**src/rtl/jtframe_ba0_arb.sv**
```systemverilog
// Round-robin arbiter sharing SDRAM bank 0 among NREQ requesters.
// One transaction in flight; completion returned as a one-hot ok pulse.
module jtframe_ba0_arb #(
  parameter int NREQ = 4,
  parameter int AW   = 22,
  parameter int DW   = 16
) (
  input  logic                 clk,
  input  logic                 rst,
  input  logic [NREQ*AW-1:0]   req_addr,
  input  logic [NREQ-1:0]      req_rd,
  input  logic [NREQ-1:0]      req_wr,
  input  logic [NREQ*DW-1:0]   req_din,
  input  logic [NREQ*2-1:0]    req_din_m,
  output logic [NREQ-1:0]      req_ok,
  output logic [31:0]          req_dout,
  output logic [AW-1:0]        ba0_addr,
  output logic                 ba0_rd,
  output logic                 ba0_wr,
  output logic [DW-1:0]        ba0_din,
  output logic [1:0]           ba0_din_m,
  input  logic                 ba0_ack,
  input  logic                 ba0_rdy,
  input  logic [31:0]          sdram_dout,
  output logic                 rfsh_en
);

  localparam int IW = (NREQ > 1) ? $clog2(NREQ) : 1;

  typedef enum logic [1:0] {
    IDLE,
    WAIT_ACK,
    WAIT_RDY
  } state_t;

  state_t state, state_nx;

  logic [IW-1:0]   last;
  logic [IW-1:0]   cur;
  logic [IW-1:0]   win;
  logic [NREQ-1:0] elig;
  logic            any_elig;
  logic            grant;
  logic            ack_hit;
  logic            done;

  logic [AW-1:0] addr_a [NREQ];
  logic [DW-1:0] din_a  [NREQ];
  logic [1:0]    msk_a  [NREQ];

  for (genvar i = 0; i < NREQ; i++) begin : g_unpack
    assign addr_a[i] = req_addr[i*AW +: AW];
    assign din_a[i]  = req_din[i*DW +: DW];
    assign msk_a[i]  = req_din_m[i*2 +: 2];
  end

  // The requester in its ok cycle is masked so a held level is not re-granted
  assign elig     = (req_rd | req_wr) & ~req_ok;
  assign any_elig = |elig;

  always_comb begin : pick
    logic [IW-1:0] idx;
    logic          found;
    idx   = last;
    found = 1'b0;
    win   = '0;
    for (int k = 1; k <= NREQ; k++) begin
      idx = IW'((int'(last) + k) % NREQ);
      if (!found && elig[idx]) begin
        win   = idx;
        found = 1'b1;
      end
    end
  end

  always_ff @(posedge clk) begin
    if (rst) state <= IDLE;
    else     state <= state_nx;
  end

  always_comb begin
    state_nx = state;
    unique case (state)
      IDLE:     if (any_elig) state_nx = WAIT_ACK;
      WAIT_ACK: if (ba0_ack)  state_nx = ba0_rdy ? IDLE : WAIT_RDY;
      WAIT_RDY: if (ba0_rdy)  state_nx = IDLE;
      default:  state_nx = IDLE;
    endcase
  end

  always_comb begin
    grant   = (state == IDLE) && any_elig;
    ack_hit = (state == WAIT_ACK) && ba0_ack;
    done    = (ack_hit && ba0_rdy) ||
              ((state == WAIT_RDY) && ba0_rdy);
  end

  always_ff @(posedge clk) begin
    if (rst) begin
      last      <= IW'(NREQ - 1);
      cur       <= '0;
      ba0_addr  <= '0;
      ba0_din   <= '0;
      ba0_din_m <= 2'b11;
      ba0_rd    <= 1'b0;
      ba0_wr    <= 1'b0;
      req_ok    <= '0;
      req_dout  <= '0;
      rfsh_en   <= 1'b1;
    end else begin
      if (grant) begin
        cur       <= win;
        ba0_addr  <= addr_a[win];
        ba0_din   <= din_a[win];
        ba0_din_m <= msk_a[win];
        ba0_wr    <= req_wr[win];
        ba0_rd    <= ~req_wr[win];
      end else if (ack_hit) begin
        ba0_rd <= 1'b0;
        ba0_wr <= 1'b0;
      end
      req_ok <= '0;
      if (done) begin
        req_ok[cur] <= 1'b1;
        req_dout    <= sdram_dout;
        last        <= cur;
      end
      rfsh_en <= (state_nx == IDLE) && !any_elig;
    end
  end

endmodule
```
**config.mk**
```make
export PLATFORM = sky130hd
export DESIGN_NAME = jtframe_ba0_arb
export DESIGN_NICKNAME = d
export VERILOG_FILES = /design/src/rtl/jtframe_ba0_arb.sv
export SDC_FILE = /design/constraint.sdc
export NUM_CORES = 1
export LEC_CHECK = 0
export ABC_AREA = 1
export CAP_MARGIN = 20
export CORE_UTILIZATION = 25
export CTS_BUF_LIST = sky130_fd_sc_hd__clkbuf_4 sky130_fd_sc_hd__clkbuf_8 sky130_fd_sc_hd__clkbuf_16
export DETAILED_ROUTE_END_ITERATION = 12
export SLEW_MARGIN = 40
export SYNTH_ARGS = -nofsm -noshare
export SYNTH_HDL_FRONTEND = slang
export SYNTH_SLANG_ARGS = --single-unit
export TNS_END_PERCENT = 100
```
**constraint.sdc**
```tcl
create_clock -name clk -period 2.59 [get_ports clk]
set_input_delay 0.3885 -clock clk [delete_from_list [all_inputs] [get_ports clk]]
set_output_delay 0.3885 -clock clk [all_outputs]
set_load 0.005 [all_outputs]
```
==> results of run 1 <==
## area by class of cell
class	instances	area (sq um)	share of cell area [%]
tap	265	332	3.89
timing repair buffer	311	3200	37.5
sequential	85	1700	20.0
inverter	102	383	4.49
multi-input combinational	591	2620	30.7
clock buffer	11	246	2.89
clock inverter	5	41.3	0.485
## state kept, by name (all words and copies together) (netlist names)
register and count:
req_ok 4, ba0_rd 1, last 2, ba0_din 16
ba0_wr 1, cur 2, req_dout 32, ba0_addr 22
ba0_din_m 2, state 2, rfsh_en 1
## critical path, delay by kind of cell (launching register included)
kind / cells / cell delay (ns)
buffers and inverters: 4 / 0.51
flip-flops: 1 / 0.58
AO/OA/AOI/OAI: 1 / 0.07
AND/OR/NAND/NOR: 10 / 1.00
## metal layers
layer | GRT usage (%) | wire [microns] | up-vias
li1 | - | - | 3094
met1 | 19.1 | 7240 | 2546
met2 | 31.3 | 8400 | 210
met3 | 7.65 | 1980 | 17
met4 | 3.86 | 204 | 0
met5 | 0 | 0 | -
## synthesized netlist by cell type (all sizes together)
cell type	instances	area, sq um
dfxtp	85	1700
nor2	148	558
xor2	1	16.3
nand3	71	360
a21oi	8	43.8
o21ai	35	175
a221oi	1	8.76
nor3	5	25.0
nand4	1	6.26
buf	31	223
clkbuf	19	71.3
o211ai	38	335
inv	102	383
xnor2	1	8.76
nand2	282	1070
## power breakdown
group	leakage, uW	total (uW)	internal [uW]	switching (uW)
logic	0.00314	1960	1020	944
registers	0.000701	1550	1460	86.0
clock network	0.000136	1250	696	553
## cell families (layout without fill, tap and decap cells)
logic type	after synthesis	in the layout	synth area share, %
simple gates	507	507	40.5
buf+inv	152	429	13.6
xor+xnor	2	2	0.502
flops	85	85	34.1
compound gates	82	82	11.3
## final timing paths
kind	startpoint	depth (start not counted)	slack [ns]	to
hold reg to reg	ba0_din_m[1]$_SDFFE_PP1P_	2	0.47	ba0_din_m[1]$_SDFFE_PP1P_
hold / removal	rst	4	0.46	ba0_addr[20]$_SDFFE_PP0P_
setup / recovery	last[0]$_SDFFE_PP1N_	15	0.30	ba0_din[6]$_SDFFE_PP0P_
setup reg to reg	last[0]$_SDFFE_PP1N_	15	0.30	ba0_din[6]$_SDFFE_PP0P_
## through the flow
stage               util (%)  hold WS, ns  setup slack, ns  std cells
floorplan                  -        0.440            0.739        828
global placement        42.2        0.450           0.0850       1354
detailed placement      42.2        0.460           0.0685       1354
CTS                     43.6        0.463            0.291       1370
global route            43.6        0.503           0.0281       1370
finish                  43.6        0.456            0.297       1370
==> results.cfg, run 1 <==
[global_route]
grt_pass1_wl_mm = 27.8
grt_pass1_vias = 5586
grt_overflow = 0
grt_max_degree = 49
antenna_found_initial = 0
grtUsageTotal_pct = 17.6

[placed_design]
portBuffers = 282
gp_congestion = 0.833
dp_hpwl_mm = 13.5
postPlaceCellArea_sq_um = 8230

[synth]
syn_area_sq_um = 4990
ys_seq_area_share_pct = 34.1
ys_types = 26
syn_area_per_cell_sq_um = 6.03
yosysWarnings = 0
synth-seq-cells = 85
synth.net_count = 1032
synth_cells = 828

[timing]
skew_ns = 0.00922
setup_viol = 0
tightestPinTransition_ns = 0.579
drv_slew = 0
hold_violations = 0
period_minus_slack_ns = 2.29
rsz0062_at_grt = no
period_share_pct = 88.5
timing.fmax_mhz = 436
slew_headroom_pct = 61.4
final.setup.tns_ns = 0

[clocking]
htreeDepth = 3
cts-resized-gates = 0
clkTransAtPathRegs_ns = 0.06
clk-insertion-delay-late_ns = 0.34
post_cts_buffers = 0
postCtsHoldBufs = 0
root_buffer = clkbuf_16
tritoncts = built
cts_buffer_depth = 2
numCtsBuffers = 9
clock_sinks = 85

[setup_path]
crit_chain = inv_2 -> nand3_1 -> nand3_1 -> nand2_2 -> nand2_1 -> nor2_2 -> nand3_2 -> nand2_4 -> buf_12 -> buf_4 -> nand2_1 -> o211ai_1 -> nand3_1 -> nand2_1 -> inv_1
crit_arrival_ns = 2.52
critPathSlowestCell = dfxtp_1
startpoint_type = register
slowest_delay_ns = 0.58
cp-end-kind = register
critPathKind = reg2reg
worst-path-max-fanout = 35
crit_required_ns = 2.82

[floorplanning]
row_count = 51
die_area_sq_um = 20500
dieWidth_microns = 143
coreArea_sq_um = 19500
die_h_microns = 143
initial_utilization_pct = 25.6
io_pins = 283

[pwr]
finalPower_uw = 4760
power_density_nw_per_um2 = 559
power.leakage_uw = 0.00398
vdd_drop_max_mv = 0.278

[cells_and_area]
layout.nets = 1304
final_common_cell = clkdlybuf4s50_1
fin_area_sq_um = 8520
areaGrowthSynthToFinish_pct = 70.8
drive_gt1_share_pct = 6.15
diodes = 0
layout_common_cells = 281 x clkdlybuf4s50_1, 278 x nand2_1, 147 x nor2_1
final.fill_count = 2046

[min_path]
hp-class = in2reg

[route]
vias = 5867
wl_per_cell_microns = 13.0
first_pass_iters = 4
drt_iter0_drc = 159
drt-total-wl_mm = 17.8
drc = 0
antenna_left = 0
routed_via_density = 4.28

[run_status]
status = finished clean

[job]
maxCapViolCount = 0
Power figures use the tool's default switching activity.
==> inputs of run 2 (changes only) <==
--- a/config.mk
+++ b/config.mk
@@ -5,7 +5,6 @@
 export SDC_FILE = /design/constraint.sdc
 export NUM_CORES = 1
 export LEC_CHECK = 0
-export ABC_AREA = 1
 export CAP_MARGIN = 20
 export CORE_UTILIZATION = 25
 export CTS_BUF_LIST = sky130_fd_sc_hd__clkbuf_4 sky130_fd_sc_hd__clkbuf_8 sky130_fd_sc_hd__clkbuf_16
==> run 2 against run 1 <==
  * Global-route usage grew 2.4 points
  * Hold slack lost 0.00069 ns
  * Final cell count shrank 29%
  * Area after synthesis shrank 15%
  * Register-to-register slack gained 0.19 ns
  * Flip-flop and latch count is the same
==> results.cfg, run 2 <==
[run_status]
status = finished clean

[floorplanning]
coreArea_sq_um = 16600
initial_utilization_pct = 25.7
dieWidth_microns = 133
die_h_microns = 133
io_pins = 283
row_count = 47
die_area_sq_um = 17600

[synth]
ys_types = 40
synth_top_area_share_pct = 39.9
synth_common_cells = 85 x dfxtp_1, 74 x a211oi_1, 73 x nand2_1, 40 x a21oi_1, 39 x o221ai_1
synth_ff_type = dfxtp_1
async_flop_share_pct = 0
synth.area.top_cells = dfxtp_1 40%, a211oi_1 13%, mux2_2 9.8%, o221ai_1 8.0%, nand2_1 6.4%
syn_area_sq_um = 4260
ys_seq_area_share_pct = 39.9
syn_area_per_cell_sq_um = 8.84
synth.net_count = 686
synth_cells = 482
yosysWarnings = 0
synth_top_cell_by_area = dfxtp_1
synth_edf_count = 0
yosysMostFrequentCell = dfxtp_1
synth-seq-cells = 85

[clocking]
clk-insertion-delay-late_ns = 0.35
tritoncts = built
numCtsBuffers = 9
clkTransAtPathRegs_ns = 0.07
postCtsHoldBufs = 0
clock_sinks = 85
cts_buffer_depth = 2
cts-resized-gates = 0
root_buffer = clkbuf_16
post_cts_buffers = 0
htreeDepth = 3

[cells_and_area]
largest_register = req_dout
layout.nets = 952
largestRegisters = req_dout (32), ba0_addr (22), ba0_din (16)
areaGrowthSynthToFinish_pct = 81.0
diodes = 0
final_common_cell = clkdlybuf4s50_1
multi_input_area_sq_um = 2380
final.fill_count = 1597
largest_register_ffs = 32
drive_gt1_share_pct = 11.4
utilization_pct = 46.5
stdcell_count = 973
seq_area_sq_um = 1700
layout_common_cells = 281 x clkdlybuf4s50_1, 85 x dfxtp_1, 74 x a211oi_1

[timing]
skew_ns = 0.00635
final.setup.tns_ns = 0
fin_ws_ns = 0.338
timing.fmax_mhz = 444
rsz0062_at_grt = no
setup_viol = 0
slew_headroom_pct = 65.7
drv_slew = 0
period_minus_slack_ns = 2.25
period_share_pct = 87.0
hold_violations = 0
tightestPinTransition_ns = 0.514

[global_route]
grt_pass1_vias = 5456
grt_overflow = 0
grtUsageTotal_pct = 20.0
antenna_found_initial = 0
grt_pass1_wl_mm = 28.0
grt_max_degree = 47

[setup_path]
startpoint_type = input pin
worst-path-max-fanout = 46
critPathKind = in2reg
crit_arrival_ns = 2.48
crit_required_ns = 2.81
rr_worst_depth = 7
cp-end-kind = register

[job]
maxCapViolCount = 0

[route]
drt_iter0_drc = 99
drt-total-wl_mm = 17.5
routed_via_density = 5.15
antenna_left = 0
first_pass_iters = 4
vias = 5009
wl_per_cell_microns = 18.0
drc = 0

[pwr]
power.leakage_uw = 0.00264
power_density_nw_per_um2 = 531
vdd_drop_max_mv = 0.349
finalPower_uw = 4100

[placed_design]
dp_hpwl_mm = 12.6
portBuffers = 282
dp_slack_ns = -0.0471
place_inst = 957
gp_congestion = 0.853

[min_path]
hp-class = reg2reg
whs_path_depth = 2
[run 2: where the power goes]
group | leakage [uW] | switching, uW | total (uW) | internal (uW)
clock | 0.000146 | 586 | 1340 | 753
sequential | 0.000699 | 70.0 | 1500 | 1430
combinational | 0.00180 | 520 | 1260 | 736
total | 0.00264 | 1180 | 4100 | 2920
[run 2: critical path, cell delays in order]
cell and delay (ns):
clkdlybuf4s50_1 0.44, o21bai_2 0.24, mux2i_1 0.12, a22o_1 0.20
or2_2 0.31, buf_4 0.29, a211oi_1 0.35, nor3_1 0.10
[run 2: final timing paths]
check / end / slack [ns] / start
max: ba0_din[14]$_SDFFE_PP0P_ / 0.34 / req_wr[3]
max reg2reg: ba0_din[1]$_SDFFE_PP0P_ / 0.49 / req_ok[3]$_SDFF_PP0_
min reg2reg: req_dout[9]$_SDFFE_PP0N_ / 0.46 / req_dout[9]$_SDFFE_PP0N_
min: req_dout[9]$_SDFFE_PP0N_ / 0.46 / req_dout[9]$_SDFFE_PP0N_
[run 2: routing by layer]
layer  GRT usage [%]  up-vias  share of wire [%]
li1                -     2393                  -
met1            22.3     2398                 41
met2            35.8      202                 49
met3            6.48       16                8.2
met4            6.32        0                1.3
met5               0        -                  0
[run 2: final cells by class]
class                           count  area share, %
Clock buffer                        9           2.92
Sequential cell                    85           22.1
Timing Repair Buffer              300           39.4
Inverter                            3          0.146
Multi-Input combinational cell    349           30.9
Tap cell                          220           3.57
Clock inverter                      7          0.957
[run 2: cell families (layout without fill, tap and decap cells)]
group / count (synthesis) / in the layout / share of synthesized area [%]
flops: 85 / 85 / 39.9
compound gates: 171 / 171 / 29.4
buf+inv: 48 / 319 / 4.76
simple gates: 133 / 133 / 14.0
mux: 45 / 45 / 12.0
[run 2: per-stage QoR]
stage                     cell area [sq um]  hold slack (ns)
after global routing                   7710            0.473
final                                  7710            0.455
after CTS                              7710            0.458
after global placement                 7410            0.442
after floorplan                        4260            0.449
after detailed placement               7410            0.448
==> inputs of run 3 (changes only) <==
--- a/config.mk
+++ b/config.mk
@@ -9,7 +9,6 @@
 export CORE_UTILIZATION = 25
 export CTS_BUF_LIST = sky130_fd_sc_hd__clkbuf_4 sky130_fd_sc_hd__clkbuf_8 sky130_fd_sc_hd__clkbuf_16
 export DETAILED_ROUTE_END_ITERATION = 12
-export SLEW_MARGIN = 40
 export SYNTH_ARGS = -nofsm -noshare
 export SYNTH_HDL_FRONTEND = slang
 export SYNTH_SLANG_ARGS = --single-unit
==> results of run 3 <==
Final layout, timing and power as in run 2 (identical DEF).
